`config.mk`:
```
export PLATFORM = sky130hd
export DESIGN_NAME = coin_escrow
export DESIGN_NICKNAME = d
export VERILOG_FILES = /design/src/rtl/vend_pkg.sv /design/src/rtl/coin_escrow_counter.sv /design/src/rtl/coin_escrow.sv
export SDC_FILE = /design/constraint.sdc
export NUM_CORES = 1
export LEC_CHECK = 0
export CORE_MARGIN = 2
export CORE_UTILIZATION = 59
export DETAILED_ROUTE_END_ITERATION = 6
export PLACE_DENSITY = 0.87
export SLEW_MARGIN = 5
export SYNTH_ARGS = -nofsm -noshare
export SYNTH_HDL_FRONTEND = slang
export SYNTH_SLANG_ARGS = --single-unit
```
`constraint.sdc`:
```
create_clock -name clk -period 8.6 [get_ports clk]
set_clock_uncertainty 0.05 [all_clocks]
set_input_delay 1.29 -clock clk [delete_from_list [all_inputs] [get_ports clk]]
set_output_delay 1.29 -clock clk [all_outputs]
set_load 0.03 [all_outputs]
```
`src/rtl/vend_pkg.sv`:
```
// Shared coin-escrow types: denomination values, FSM state encoding and
// clamping arithmetic helpers used by the escrow/bank counters.
package vend_pkg;
    localparam int MAX_COIN = 4;
    localparam int COIN_VAL [MAX_COIN] = '{1, 5, 10, 20};

    typedef enum logic [1:0] {IDLE, COLLECT, READY, REFUND} state_t;

    // b may be negative; the result is clamped to [0, maxv]
    function automatic int sat_add(input int a, input int b, input int maxv);
        int s;
        s = a + b;
        if (s < 0)
            s = 0;
        else if (s > maxv)
            s = maxv;
        return s;
    endfunction

    function automatic int sat_sub(input int a, input int b, input int maxv);
        return sat_add(a, -b, maxv);
    endfunction
endpackage

```
`src/rtl/coin_escrow_counter.sv`:
```
// One denomination: escrow coin counter plus bank counter with a combined
// clamp(bank + esc*commit - wd*wd_valid, 0, max) update.
module coin_counter
    import vend_pkg::*;
#(
    parameter int ESC_W  = 3,
    parameter int BANK_W = 6
) (
    input  logic              clk,
    input  logic              i_rst,
    input  logic              i_inc,
    input  logic              i_clr,
    input  logic              i_commit,
    input  logic              i_wd_valid,
    input  logic [BANK_W-1:0] i_wd,
    output logic [ESC_W-1:0]  o_esc,
    output logic [BANK_W-1:0] o_bank
);
    localparam int ESC_MAX  = 2**ESC_W - 1;
    localparam int BANK_MAX = 2**BANK_W - 1;

    logic [ESC_W-1:0]  r_esc;
    logic [BANK_W-1:0] r_bank;
    int                w_delta;

    // Commit and withdraw are netted before clamping so neither limit is hit early
    always_comb begin
        w_delta = 0;
        if (i_commit)
            w_delta = w_delta + int'(r_esc);
        if (i_wd_valid)
            w_delta = w_delta - int'(i_wd);
    end

    always_ff @(posedge clk or posedge i_rst) begin
        if (i_rst) begin
            r_esc  <= '0;
            r_bank <= '0;
        end else begin
            if (i_clr)
                r_esc <= '0;
            else if (i_inc)
                r_esc <= ESC_W'(sat_add(int'(r_esc), 1, ESC_MAX));
            if (i_commit || i_wd_valid)
                r_bank <= BANK_W'(sat_add(int'(r_bank), w_delta, BANK_MAX));
        end
    end

    assign o_esc  = r_esc;
    assign o_bank = r_bank;
endmodule

```
`src/rtl/coin_escrow.sv`:
```
// Vending-machine coin intake: escrow, price check, commit-to-bank and refund
// handshake. Optional COLLECT inactivity timeout under `COIN_TIMEOUT_EN.
module coin_escrow
    import vend_pkg::*;
#(
    parameter int NUM_COIN    = 4,
    parameter int SUM_W       = 8,
    parameter int ESC_W       = 3,
    parameter int BANK_W      = 6,
    parameter int TIMEOUT_CYC = 1000
) (
    input  logic                       clk,
    input  logic                       i_rst,
    input  logic [NUM_COIN-1:0]        i_coin,
    input  logic [SUM_W-1:0]           i_price,
    input  logic                       i_commit,
    input  logic                       i_refund,
    input  logic                       i_ret_ack,
    input  logic                       i_wd_valid,
    input  logic [NUM_COIN*BANK_W-1:0] i_wd_cnt,
    output logic [NUM_COIN*ESC_W-1:0]  o_esc_cnt,
    output logic [NUM_COIN*BANK_W-1:0] o_bank_cnt,
    output logic [SUM_W-1:0]           o_sum,
    output logic                       o_enough,
    output logic                       o_ret_valid,
    output logic                       o_reject,
    output logic                       o_done
);
    localparam int SUM_MAX = 2**SUM_W - 1;

    state_t              r_state;
    logic [SUM_W-1:0]    r_sum;
    logic                r_ack_d;
    logic [NUM_COIN-1:0] w_inc;
    logic                w_room;
    logic                w_coin_ok;
    logic                w_commit;
    logic                w_ret_done;
    logic                w_clr;
    logic                w_timeout;
    int                  w_val;

    always_comb begin
        w_val  = 0;
        w_room = 1'b0;
        for (int k = 0; k < NUM_COIN; k++) begin
            if (i_coin[k]) begin
                w_val  = COIN_VAL[k];
                w_room = (o_esc_cnt[k*ESC_W +: ESC_W] != {ESC_W{1'b1}});
            end
        end
    end

    assign w_coin_ok  = ((r_state == IDLE) || (r_state == COLLECT)) && $onehot(i_coin)
                        && w_room && ((int'(r_sum) + w_val) <= SUM_MAX);
    assign w_inc      = w_coin_ok ? i_coin : '0;
    assign w_commit   = (r_state == READY) && i_commit && !i_refund;
    // A held ack counts once: only its rising edge releases the escrow
    assign w_ret_done = (r_state == REFUND) && i_ret_ack && !r_ack_d;
    assign w_clr      = w_commit || w_ret_done;

`ifdef COIN_TIMEOUT_EN
    localparam int TO_W = $clog2(TIMEOUT_CYC + 1);
    logic [TO_W-1:0] r_to_cnt;

    always_ff @(posedge clk or posedge i_rst) begin
        if (i_rst)
            r_to_cnt <= '0;
        else if ((r_state != COLLECT) || w_coin_ok)
            r_to_cnt <= '0;
        else if (r_to_cnt != TO_W'(TIMEOUT_CYC))
            r_to_cnt <= r_to_cnt + TO_W'(1);
    end

    assign w_timeout = (r_state == COLLECT) && (r_to_cnt == TO_W'(TIMEOUT_CYC));
`else
    // No inactivity limit: COLLECT waits for the price or a refund
    assign w_timeout = (TIMEOUT_CYC < 0);
`endif

    always_ff @(posedge clk or posedge i_rst) begin
        if (i_rst) begin
            r_state     <= IDLE;
            r_sum       <= '0;
            r_ack_d     <= 1'b0;
            o_enough    <= 1'b0;
            o_ret_valid <= 1'b0;
            o_reject    <= 1'b0;
            o_done      <= 1'b0;
        end else begin
            r_ack_d  <= i_ret_ack;
            o_reject <= (|i_coin) && !w_coin_ok;
            o_done   <= w_commit;
            if (w_clr)
                r_sum <= '0;
            else if (w_coin_ok)
                r_sum <= r_sum + SUM_W'(w_val);
            case (r_state)
                IDLE: begin
                    if (w_coin_ok)
                        r_state <= COLLECT;
                end
                COLLECT: begin
                    if (i_refund || w_timeout) begin
                        r_state     <= REFUND;
                        o_ret_valid <= 1'b1;
                    end else if (r_sum >= i_price) begin
                        r_state  <= READY;
                        o_enough <= 1'b1;
                    end
                end
                READY: begin
                    if (i_refund) begin
                        r_state     <= REFUND;
                        o_enough    <= 1'b0;
                        o_ret_valid <= 1'b1;
                    end else if (i_commit) begin
                        r_state  <= IDLE;
                        o_enough <= 1'b0;
                    end
                end
                REFUND: begin
                    if (w_ret_done) begin
                        r_state     <= IDLE;
                        o_ret_valid <= 1'b0;
                    end
                end
                default: r_state <= IDLE;
            endcase
        end
    end

    assign o_sum = r_sum;

    for (genvar k = 0; k < NUM_COIN; k++) begin : g_coin
        coin_counter #(
            .ESC_W (ESC_W),
            .BANK_W(BANK_W)
        ) u_cnt (
            .clk       (clk),
            .i_rst     (i_rst),
            .i_inc     (w_inc[k]),
            .i_clr     (w_clr),
            .i_commit  (w_commit),
            .i_wd_valid(i_wd_valid),
            .i_wd      (i_wd_cnt[k*BANK_W +: BANK_W]),
            .o_esc     (o_esc_cnt[k*ESC_W +: ESC_W]),
            .o_bank    (o_bank_cnt[k*BANK_W +: BANK_W])
        );
    end
endmodule

```
Word level (Yosys, flattened, before mapping) --
Cells that the tools add are included.
Operators by class: $add $sub $neg 17, order comparisons 18, eq/ne operators 15, muxes and demuxes 58, reduce and logical (&&, ||, !) cells 27
Operators by type and width (count):
- 32-bit 2-to-1 mux | 7
- 7-bit by 32-bit adder with 32-bit output | 4
- 32-bit by 7-bit greater-than comparator with 1-bit output (second input constant) | 4
- 32-bit by 1-bit < comparator with 1-bit output (second input constant) | 4
- 3-bit 2-to-1 mux | 20
- 6-bit 2-to-1 mux | 8
- 9-bit by 32-bit adder with 32-bit output | 1
- 32-bit by 9-bit <= comparator with 1-bit output (second input constant) | 1
- 3-bit by 6-bit subtractor with 7-bit output | 4
- 3-bit by 1-bit adder with 4-bit output (second input constant) | 4
- 4-bit by 3-bit greater-than comparator with 1-bit output (second input constant) | 4
- 4-bit by 1-bit < comparator with 1-bit output (second input constant) | 4
- 8-bit 2-to-1 mux | 2
- 3-bit != test (second input constant) | 5
- 2-bit nonzero test | 7
- 2-bit 2-to-1 mux | 6
- 1-bit 2-to-1 mux | 11
- 8-bit adder | 1
- 8-bit >= comparator | 1
- 1-bit logical AND | 8
- 2-bit case mux with 4 select lines | 1
- 4-bit AND reduction | 2
- 2-bit != test (second input constant) | 3
- 1-bit by 1-bit adder with 2-bit output | 2
- other kinds (14) | 21
Storage, ports and cells: bits in registers 51, bits of input ports 42

Longest topological paths before layout --
Gate-level depths: netlist of run 1.
depth in word-level cells 10, gate-level depth with buffers 26

Modules after synthesis --
Synthesis of run 1 repeated with hierarchy kept, for this count alone.
Unflattened totals: cell total of the unflattened synthesis 613, area, all modules 5342.6 µm²
Modules (own cells, without submodules):
- coin_counter at g_coin[1].u_cnt ... | times used 3, cells an instance 118, area an instance 997.2 µm², seq. area each 225.2 µm²
- coin_escrow | times used 1, cells an instance 150, area an instance 1381.3 µm², seq. area each 375.4 µm²
- coin_counter at g_coin[0].u_cnt | times used 1, cells an instance 109, area an instance 969.7 µm², seq. area each 225.2 µm²

Worst setup path after synthesis of run 1 --
OpenSTA, ideal clock, no wires.
kind input to register, from in i_refund, to reg g_coin[0].u_cnt.r_bank[0], data arrival time 5.227 ns, required time 8.427 ns, setup slack 3.201 ns, stages 23, buffers on the path 2, cell sequence and3b_1 -> clkbuf_1 -> clkbuf_1 -> nand2_1 -> ha_1 -> inv_1 -> fa_1 -> nand2_1 -> o21ai_0 -> inv_1 -> fa_1 -> nor2b_1 -> o21ai_0 -> a21boi_0 -> o21a_1 -> nor2_1 -> nand2b_1 -> ha_1 -> nand4b_1 -> nor4_1 -> nand3_1 -> a2111o_1 -> o221a_2
On the way: word-level cells in the longest chain between the ends 9
Ends and longest elaborated chain:
- start, declared | line coin_escrow.sv:17 | input logic i_refund,
- 1-bit zero test (*) | line coin_escrow.sv:57 | assign w_commit = (r_state == READY) && i_commit && !i_refund;
- 1-bit logical AND (*) | line coin_escrow.sv:57
- net g_coin[0].u_cnt.i_commit | line coin_escrow_counter.sv:13 | input logic i_commit,
- 3-bit 2-to-1 mux | line coin_escrow_counter.sv:29 | if (i_commit)
- 3-bit by 6-bit subtractor with 7-bit output | line coin_escrow_counter.sv:32 | w_delta = w_delta - int'(i_wd);
- 32-bit 2-to-1 mux | line coin_escrow_counter.sv:31 | if (i_wd_valid)
- 7-bit by 32-bit adder with 32-bit output | line vend_pkg.sv:12 | s = a + b;
- 32-bit by 7-bit greater-than comparator with 1-bit output | line vend_pkg.sv:15 | else if (s > maxv)
- 6-bit 2-to-1 mux | line vend_pkg.sv:15
- 6-bit 2-to-1 mux | line vend_pkg.sv:13 | if (s < 0)
- end signal, assigned | line coin_escrow_counter.sv:45 | r_bank <= BANK_W'(sat_add(int'(r_bank), w_delta, BANK_MAX));
- end, declared | line coin_escrow_counter.sv:23 | logic [BANK_W-1:0] r_bank;
Mark *: on every way through the listed nets, which the timed path passes. The rest lies on a longest branch. A chain may end at the register's enable or synchronous reset.

Worst setup path in the final report of run 1 --
from in i_refund, to reg g_coin[0].u_cnt.r_bank[0]
On the way: word-level cells in the longest chain between the ends 9
Ends and longest elaborated chain (line):
- 1-bit zero test (*) | coin_escrow.sv:57
- 1-bit logical AND (*) | coin_escrow.sv:57
- 3-bit 2-to-1 mux | coin_escrow_counter.sv:29
- 3-bit by 6-bit subtractor with 7-bit output | coin_escrow_counter.sv:32
- 32-bit 2-to-1 mux | coin_escrow_counter.sv:31
- 7-bit by 32-bit adder with 32-bit output | vend_pkg.sv:12
- 32-bit by 7-bit greater-than comparator with 1-bit output | vend_pkg.sv:15
- 6-bit 2-to-1 mux | vend_pkg.sv:15
- 6-bit 2-to-1 mux | vend_pkg.sv:13
Mark *: on every way between the ends. The rest lies on a longest branch, timed or not.

==> results of run 1 <==
critical path, cell delays in order:
cell             delay [ns]
clkdlybuf4s50_1        0.54
and3b_1                0.36
nand2_1                0.19
ha_1                   0.16
inv_1                  0.05
fa_1                   0.48
nand2_1                0.05
o21ai_0                0.11
inv_1                  0.10
fa_1                   0.45
nor2b_1                0.13
o21ai_0                0.11
a21boi_0               0.32
o21a_1                 0.17
nor2_1                 0.06
nand2b_1               0.17
ha_1                   0.31
nand4b_1               0.14
nor4_1                 0.29
nand3_1                0.13
a2111o_1               0.39
o221a_2                0.28
state kept, by name, summed over array words and instances, names as in the netlist:
name,cells
r_ack_d,1
r_state,2
o_done,1
o_ret_valid,1
g_coin.u_cnt.o_esc,12
g_coin.u_cnt.o_bank,24
o_sum,8
o_reject,1
o_enough,1
power by group through the flow:
stage | combinational (mW) | sequential (mW) | clock, mW
finish | 0.875 | 0.411 | 0.139
global route | 0.967 | 0.424 | 0.153
CTS | 0.876 | 0.410 | 0.143
detailed placement | 0.870 | 0.414 | 0
global placement | 0.828 | 0.409 | 0
floorplan | 0.459 | 0.524 | 0
logic make-up after synthesis:
family | after synthesis | synth area share
and+or+nand+nor | 179 | 0.169
AOI/OAI and AO/OA | 177 | 0.207
adders and majority gates | 115 | 0.278
buffers and inverters | 78 | 0.0544
DFF | 51 | 0.234
xor gates and xnor gates | 29 | 0.0466
muxes | 6 | 0.0110
final timing paths:
kind	from	slack [ns]	cells after the start	to
min in group asynchronous	i_rst	1.51	2	o_sum[0]
max in group asynchronous	i_rst	6.31	2	g_coin[1].u_cnt.o_bank[4]
hold / removal	o_ret_valid	0.49	2	o_ret_valid
setup reg to reg	r_state[0]	3.17	23	g_coin[0].u_cnt.o_bank[0]
hold reg to reg	o_ret_valid	0.49	2	o_ret_valid
setup / recovery	i_refund	2.44	22	g_coin[0].u_cnt.o_bank[0]
metal layers:
layer  vias up  share of wire
li1       2427              -
met1      2353           0.43
met2       119           0.52
met3        23          0.032
met4         0          0.022
met5         -              0
cell type report:
class | instances | area share
Multi-Input combinational cell | 506 | 0.593
Sequential cell | 51 | 0.195
Timing Repair Buffer | 93 | 0.141
Inverter | 64 | 0.0367
Tap cell | 111 | 0.0212
Clock inverter | 2 | 0.00211
Clock buffer | 5 | 0.0105
through the flow:
stage	util	cell area [um^2]	std cells	total power [mW]	setup slack (ns)
4_1_cts	0.718	6540	832	1.43	2.52
3_5_place_dp	0.709	6450	825	1.28	2.20
5_1_grt	0.718	6540	832	1.54	2.13
6_report	0.718	6540	832	1.43	2.44
2_1_floorplan	-	5450	635	0.982	3.20
3_3_place_gp	0.709	6450	825	1.24	2.56
Yosys cell counts, drive strengths merged (7+ instances only):
master / instances / area [um^2]
a31oi: 7 / 43.8
inv: 64 / 240
nand2: 46 / 173
and2: 13 / 81.3
xor2: 12 / 105
fa: 10 / 200
o21ai: 43 / 215
a21o: 15 / 113
nand2b: 21 / 131
a311oi: 7 / 67.6
ha: 105 / 1310
nor2b: 7 / 43.8
xnor2: 17 / 149
nor2: 40 / 153
dfrtp: 51 / 1280
a21oi: 65 / 325
clkbuf: 11 / 41.3
nor3: 18 / 90.1
==> metrics.md, run 1 <==
| Metric | Value |
|---|---|
| Routing usage on met1 | `0.325` |
| First-pass GRT wire length | `about 22000 um` |
| Clk slew on worst S/H paths | `around 0.1 ns` |
| PD cells | `between 200 and 250 nW/um^2` |
| Crit path max fanout | `16` |
| I/O pin cnt | `90` |
| Total wire length | `12900 um` |
| Sw Pwr | `a little under 0.7 mW` |
| Average wire per standard cell | `between 15 and 20 um` |
| Max Transition Viols Final | `0` |
| Setup TNS | `0 ns` |
| Switching power share of the total | `0.478` |
| Largest net degree at the start of global routing | `52` |
| DIE HEIGHT | `100 um` |
| Clock H-tree levels | `2` |
| Final ANT Viol Nets | `0` |
| Rows | `35` |
| Worst Setup Start Kind | `primary input` |
| Detail Placement HPWL | `10300 um` |
| Initial antenna violation count | `0` |
| Final hold vios | `0` |
| Async SR Flop Fraction | `1.00` |
| Combinational fraction of design power | `0.614` |
| Fin nets | `~900` |
| #FFs+latches synth | `around 50` |
| Grt met2 use | `0.475` |
| Leakage | `between 3 and 4 nW` |
| Iter 0 DRT Violations | `around 150` |
| Clock Latency Late Sink | `just over 0.3 ns` |
| TritonCTS clock tree | `yes` |
| Library cells used by synthesis | `55` |
| Port-buffer cells | `a little under 90` |
| Final setup fails | `0` |
| Initial DRT Pass Iterations | `4` |
| Syn Area/Cell | `approximately 8.6 um^2` |
| Yosys warns | `0` |
| # diodes | `0` |
| DIE WIDTH | `approximately 100 um` |
| EDFF count, synth | `0` |
| GRT met3 Usage | `0.0299` |
| Fmax | `around 160 MHz` |
| Vias | `between 4000 and 5000` |
| Period utilization | `0.716` |
| Seq pwr share | `0.289` |
| Internal power | `0.744 mW` |
| WS Path Type | `primary input to register` |
| # DRC | `0` |
| Vias in the first global route | `4845` |
| CP arrival | `6.30 ns` |
| Full die area | `between 10000 and 15000 um^2` |
| Worst-Margin Slew | `around 1.1 ns` |
| Number of buffers created by CTS | `5` |
| Primary FF master, synth | `dfrtp_1` |
| Routability cong. | `between 0.9 and 1` |
| Register area share after synthesis | `0.234` |
| Cts hold-fix bufs | `0` |
| Share of cells above drive strength 1 | `0.0305` |
| CTS Root Buffer Type | `clkbuf_8` |
| DR vias/cell | `between 5 and 6` |
| Worst EP required | `roughly 8.7 ns` |
| Initial core utilization | `0.598` |
| Relative slew slack | `0.279` |
| GRT Total Usage | `0.263` |
| Most frequent cells in the layout | `ha_1 (105), clkdlybuf4s50_1 (89), a21oi_1 (65)` |
| Clock sink count | `around 50` |
| Clock share of power | `0.097` |
| Commonest non-fill, non-tap cell in the layout | `ha_1` |
| Post-Syn Instances | `about 640` |
| Status | `finished, final reports clean` |
| Area taken by multi-input logic gates | `3880 um^2` |
| CTS max path bufs | `2` |
| FF+latch area | `between 1000 and 1500 um^2` |
| Post-synthesis cell area | `about 5500 um^2` |
| Syn Nets | `between 700 and 800` |
| Post-CTS sizing | `0` |
| Max-cap violations | `0` |
| WHS | `0.488 ns` |
| Post-CTS Setup Bufs | `0` |
| RSZ-0062 raised after global routing | `no` |
| Worst vdd ir | `between 0.08 and 0.09 mV` |
| Critical Path End Type | `register` |
| Worst min-delay path class | `register to register` |
| Fin crit period | `6.16 ns` |
| GR Overflow Total | `0` |
| Filler cells | `738` |
| Gr busiest metal | `met2` |
| Core area | `9110 um^2` |
| Synth-to-layout area growth | `19.9%` |
Note: power is estimated with default switching activity, not from simulation.
==> run 2: changes to the inputs <==
--- a/config.mk
+++ b/config.mk
@@ -6,9 +6,9 @@
 export NUM_CORES = 1
 export LEC_CHECK = 0
 export CORE_MARGIN = 2
-export CORE_UTILIZATION = 59
+export CORE_UTILIZATION = 50
 export DETAILED_ROUTE_END_ITERATION = 6
-export PLACE_DENSITY = 0.87
+export PLACE_DENSITY = 0.79
 export SLEW_MARGIN = 5
 export SYNTH_ARGS = -nofsm -noshare
 export SYNTH_HDL_FRONTEND = slang
==> constraint.sdc (replaced) <==
create_clock -name clk -period 5.4 [get_ports clk]
set_clock_uncertainty 0.05 [all_clocks]
set_input_delay 0.81 -clock clk [delete_from_list [all_inputs] [get_ports clk]]
set_output_delay 0.81 -clock clk [all_outputs]
set_load 0.03 [all_outputs]
==> metrics.md, run 2 (synthesis results as in run 1) <==
| Metric | Value |
|---|---|
| Iter 0 DRT Violations | `195 (+32%)` |
| Reg-to-Reg Start | `r_state[0]` |
| TritonCTS clock tree | `yes` |
| Port-buffer cells | `89 (unchanged)` |
| DIE WIDTH | `108 um (+8.3%)` |
| Initial core utilization | `0.507 (-0.0912)` |
| Critical Path End Type | `register` |
| Largest register FFs | `24 (unchanged)` |
| Clock sink count | `51 (unchanged)` |
| Initial antenna violation count | `0 (unchanged)` |
| DIE HEIGHT | `108 um (+8.3%)` |
| Fin crit period | `between 5 and 6 ns` |
| Cts hold-fix bufs | `0 (unchanged)` |
| Commonest non-fill, non-tap cell in the layout | `ha_1` |
| Fmax | `approximately 200 MHz` |
| I/O pin cnt | `90 (unchanged)` |
| Clock share of power | `0.098 (about the same)` |
| Crit path max fanout | `5 (-11)` |
| Hold Path Origin | `o_ret_valid` |
| CTS max path bufs | `2 (unchanged)` |
| Setup TNS | `0 ns (unchanged)` |
| Average wire per standard cell | `15.2 um (-1.9%)` |
| Worst-Margin Slew | `1.10 ns (+0.0218 ns)` |
| Crit path launch | `i_refund` |
| Clk slew on worst S/H paths | `0.09 ns (about the same)` |
| Status | `finished, final reports clean` |
| Seq pwr share | `0.287 (-0.002)` |
| Worst min-delay path class | `register to register` |
| # diodes | `0 (unchanged)` |
| Max Transition Viols Final | `0 (unchanged)` |
| PD cells | `342 nW/um^2 (+57%)` |
| Switching power share of the total | `0.478 (about the same)` |
| Core area | `10700 um^2 (+18%)` |
| FF-to-FF End | `g_coin[0].u_cnt.o_bank[1]` |
| GRT Total Usage | `0.228 (-0.0352)` |
| Most frequent cells in the layout | `ha_1 (104), clkdlybuf4s50_1 (89), inv_1 (63), a21oi_1 (63), dfrtp_1 (51)` |
| # DRC | `0 (unchanged)` |
| Synth-to-layout area growth | `22.8%` |
| Vias | `4946 (+0.49%)` |
| Clock Latency Late Sink | `0.31 ns (about the same)` |
| Routability cong. | `0.898 (-2.0%)` |
| DR vias/cell | `5.67 (-4.1%)` |
| Clock H-tree levels | `2 (unchanged)` |
| Share of cells above drive strength 1 | `0.0574 (+0.0269)` |
| Largest net degree at the start of global routing | `52 (unchanged)` |
| First-pass GRT wire length | `21900 um (+1.7%)` |
| Number of buffers created by CTS | `5 (unchanged)` |
| Total wire length | `13300 um (+2.8%)` |
| Sw Pwr | `1.10 mW (+61%)` |
| Rows | `38 (+8.6%)` |
| Period utilization | `0.942` |
| Worst vdd ir | `0.247 mV (+180%)` |
| Fin nets | `889 (+1.3%)` |
| Initial DRT Pass Iterations | `5 (+1)` |
| GR Overflow Total | `0 (unchanged)` |
| Final setup fails | `0 (unchanged)` |
| Relative slew slack | `0.265 (-0.0146)` |
| Full die area | `11800 um^2 (+17%)` |
| Max-cap violations | `0 (unchanged)` |
| Setup crit end | `g_coin[0].u_cnt.o_bank[1]` |
| Vias in the first global route | `4865 (+0.41%)` |
| R2R depth | `23 (unchanged)` |
| Detail Placement HPWL | `10400 um (+1.2%)` |
| Leakage | `3.13 nW (+1.9%)` |
| R2r setup slk | `0.47 ns (-2.70 ns)` |
| Final ANT Viol Nets | `0 (unchanged)` |
| Internal power | `1.20 mW (+61%)` |
| Worst EP required | `5.55 ns (-3.19 ns)` |
| Combinational fraction of design power | `0.615 (about the same)` |
| WS Path Type | `primary input to register` |
| Min-Delay Path Depth | `2 (unchanged)` |
| Final hold vios | `0 (unchanged)` |
| CP arrival | `5.24 ns (-1.06 ns)` |
| CTS Root Buffer Type | `clkbuf_8` |
| Pwr Total | `2.29 mW (+61%)` |
| Worst Setup Start Kind | `primary input` |
-- run 2: changes by cell type in the layout (fill, tap and decap cells not counted), sizes merged --
cell,previous run,this run
buf,4,15
-- run 2: area by class of cell --
cell class	instances	area, um^2
Fill cell	952	4050
Clock inverter	2	13.8
Inverter	64	240
Clock buffer	5	68.8
Sequential cell	51	1280
Tap cell	140	175
Multi-Input combinational cell	506	3920
Timing Repair Buffer	104	1000
-- run 2: power by group through the flow --
| stage | registers, mW | logic (mW) | clock network [mW] |
|---|---|---|---|
| 2_1_floorplan | 0.834 | 0.730 | 0 |
| 3_3_place_gp | 0.655 | 1.33 | 0 |
| 3_5_place_dp | 0.664 | 1.39 | 0 |
| 4_1_cts | 0.657 | 1.39 | 0.232 |
| 5_1_grt | 0.680 | 1.56 | 0.242 |
| 6_report | 0.658 | 1.41 | 0.225 |
-- run 2: worst max-delay path, cell delays in order --
cell and delay, ns:
clkdlybuf4s50_1 0.47, and3b_2 0.24, nand2_1 0.11, ha_1 0.15, inv_1 0.05, fa_1 0.47
nand2_1 0.06, o21ai_2 0.09, inv_1 0.08, fa_2 0.38, nor2b_1 0.12, o21ai_0 0.11
a21boi_1 0.19, o21a_1 0.13, nor2_1 0.05, nand2b_1 0.17, ha_1 0.31, nand4b_1 0.15
nor4_2 0.18, nand3_1 0.15, a2111o_1 0.46, o221a_2 0.28
-- run 2: through the flow --
step                      hold WS [ns]  cell area (um^2)  cells   util  setup WS [ns]
after floorplan                  0.450              5450    635      -          0.481
after global placement           0.449              6560    863  0.610         0.0692
after detailed placement         0.456              6560    863  0.610         -0.155
after CTS                        0.483              6640    870  0.618          0.161
after global routing             0.514              6690    872  0.623       -0.00619
final                            0.481              6690    872  0.623          0.311
-- run 2: how the worst min path moves through the flow --
stage / end / slack (ns)
3_5_place_dp: o_ret_valid / 0.46
3_3_place_gp: g_coin[2].u_cnt.o_bank[5] / 0.45
2_1_floorplan: r_state[1] / 0.45
4_1_cts: o_ret_valid / 0.48
6_report: o_ret_valid / 0.48
5_1_grt: g_coin[2].u_cnt.o_bank[4] / 0.51
-- run 2: timing repair --
action,in CTS,in global routing
setup buffers,0,2
resized for setup,0,13
endpoints found under the setup margin,0,11
-- run 2: layer usage --
layer,vias to the layer above,GRT usage,routed length (um)
met2,116,0.421,6790
met3,23,0.0217,420
met5,-,0,0
met4,0,0.0540,244
li1,2452,-,-
met1,2355,0.286,5800
==> run 3: changes to the inputs <==
--- a/config.mk
+++ b/config.mk
@@ -9,7 +9,6 @@
 export CORE_UTILIZATION = 50
 export DETAILED_ROUTE_END_ITERATION = 6
 export PLACE_DENSITY = 0.79
-export SLEW_MARGIN = 5
 export SYNTH_ARGS = -nofsm -noshare
 export SYNTH_HDL_FRONTEND = slang
 export SYNTH_SLANG_ARGS = --single-unit
==> results of run 3 <==
The final DEF is identical to that of run 2; final timing and power are the same.
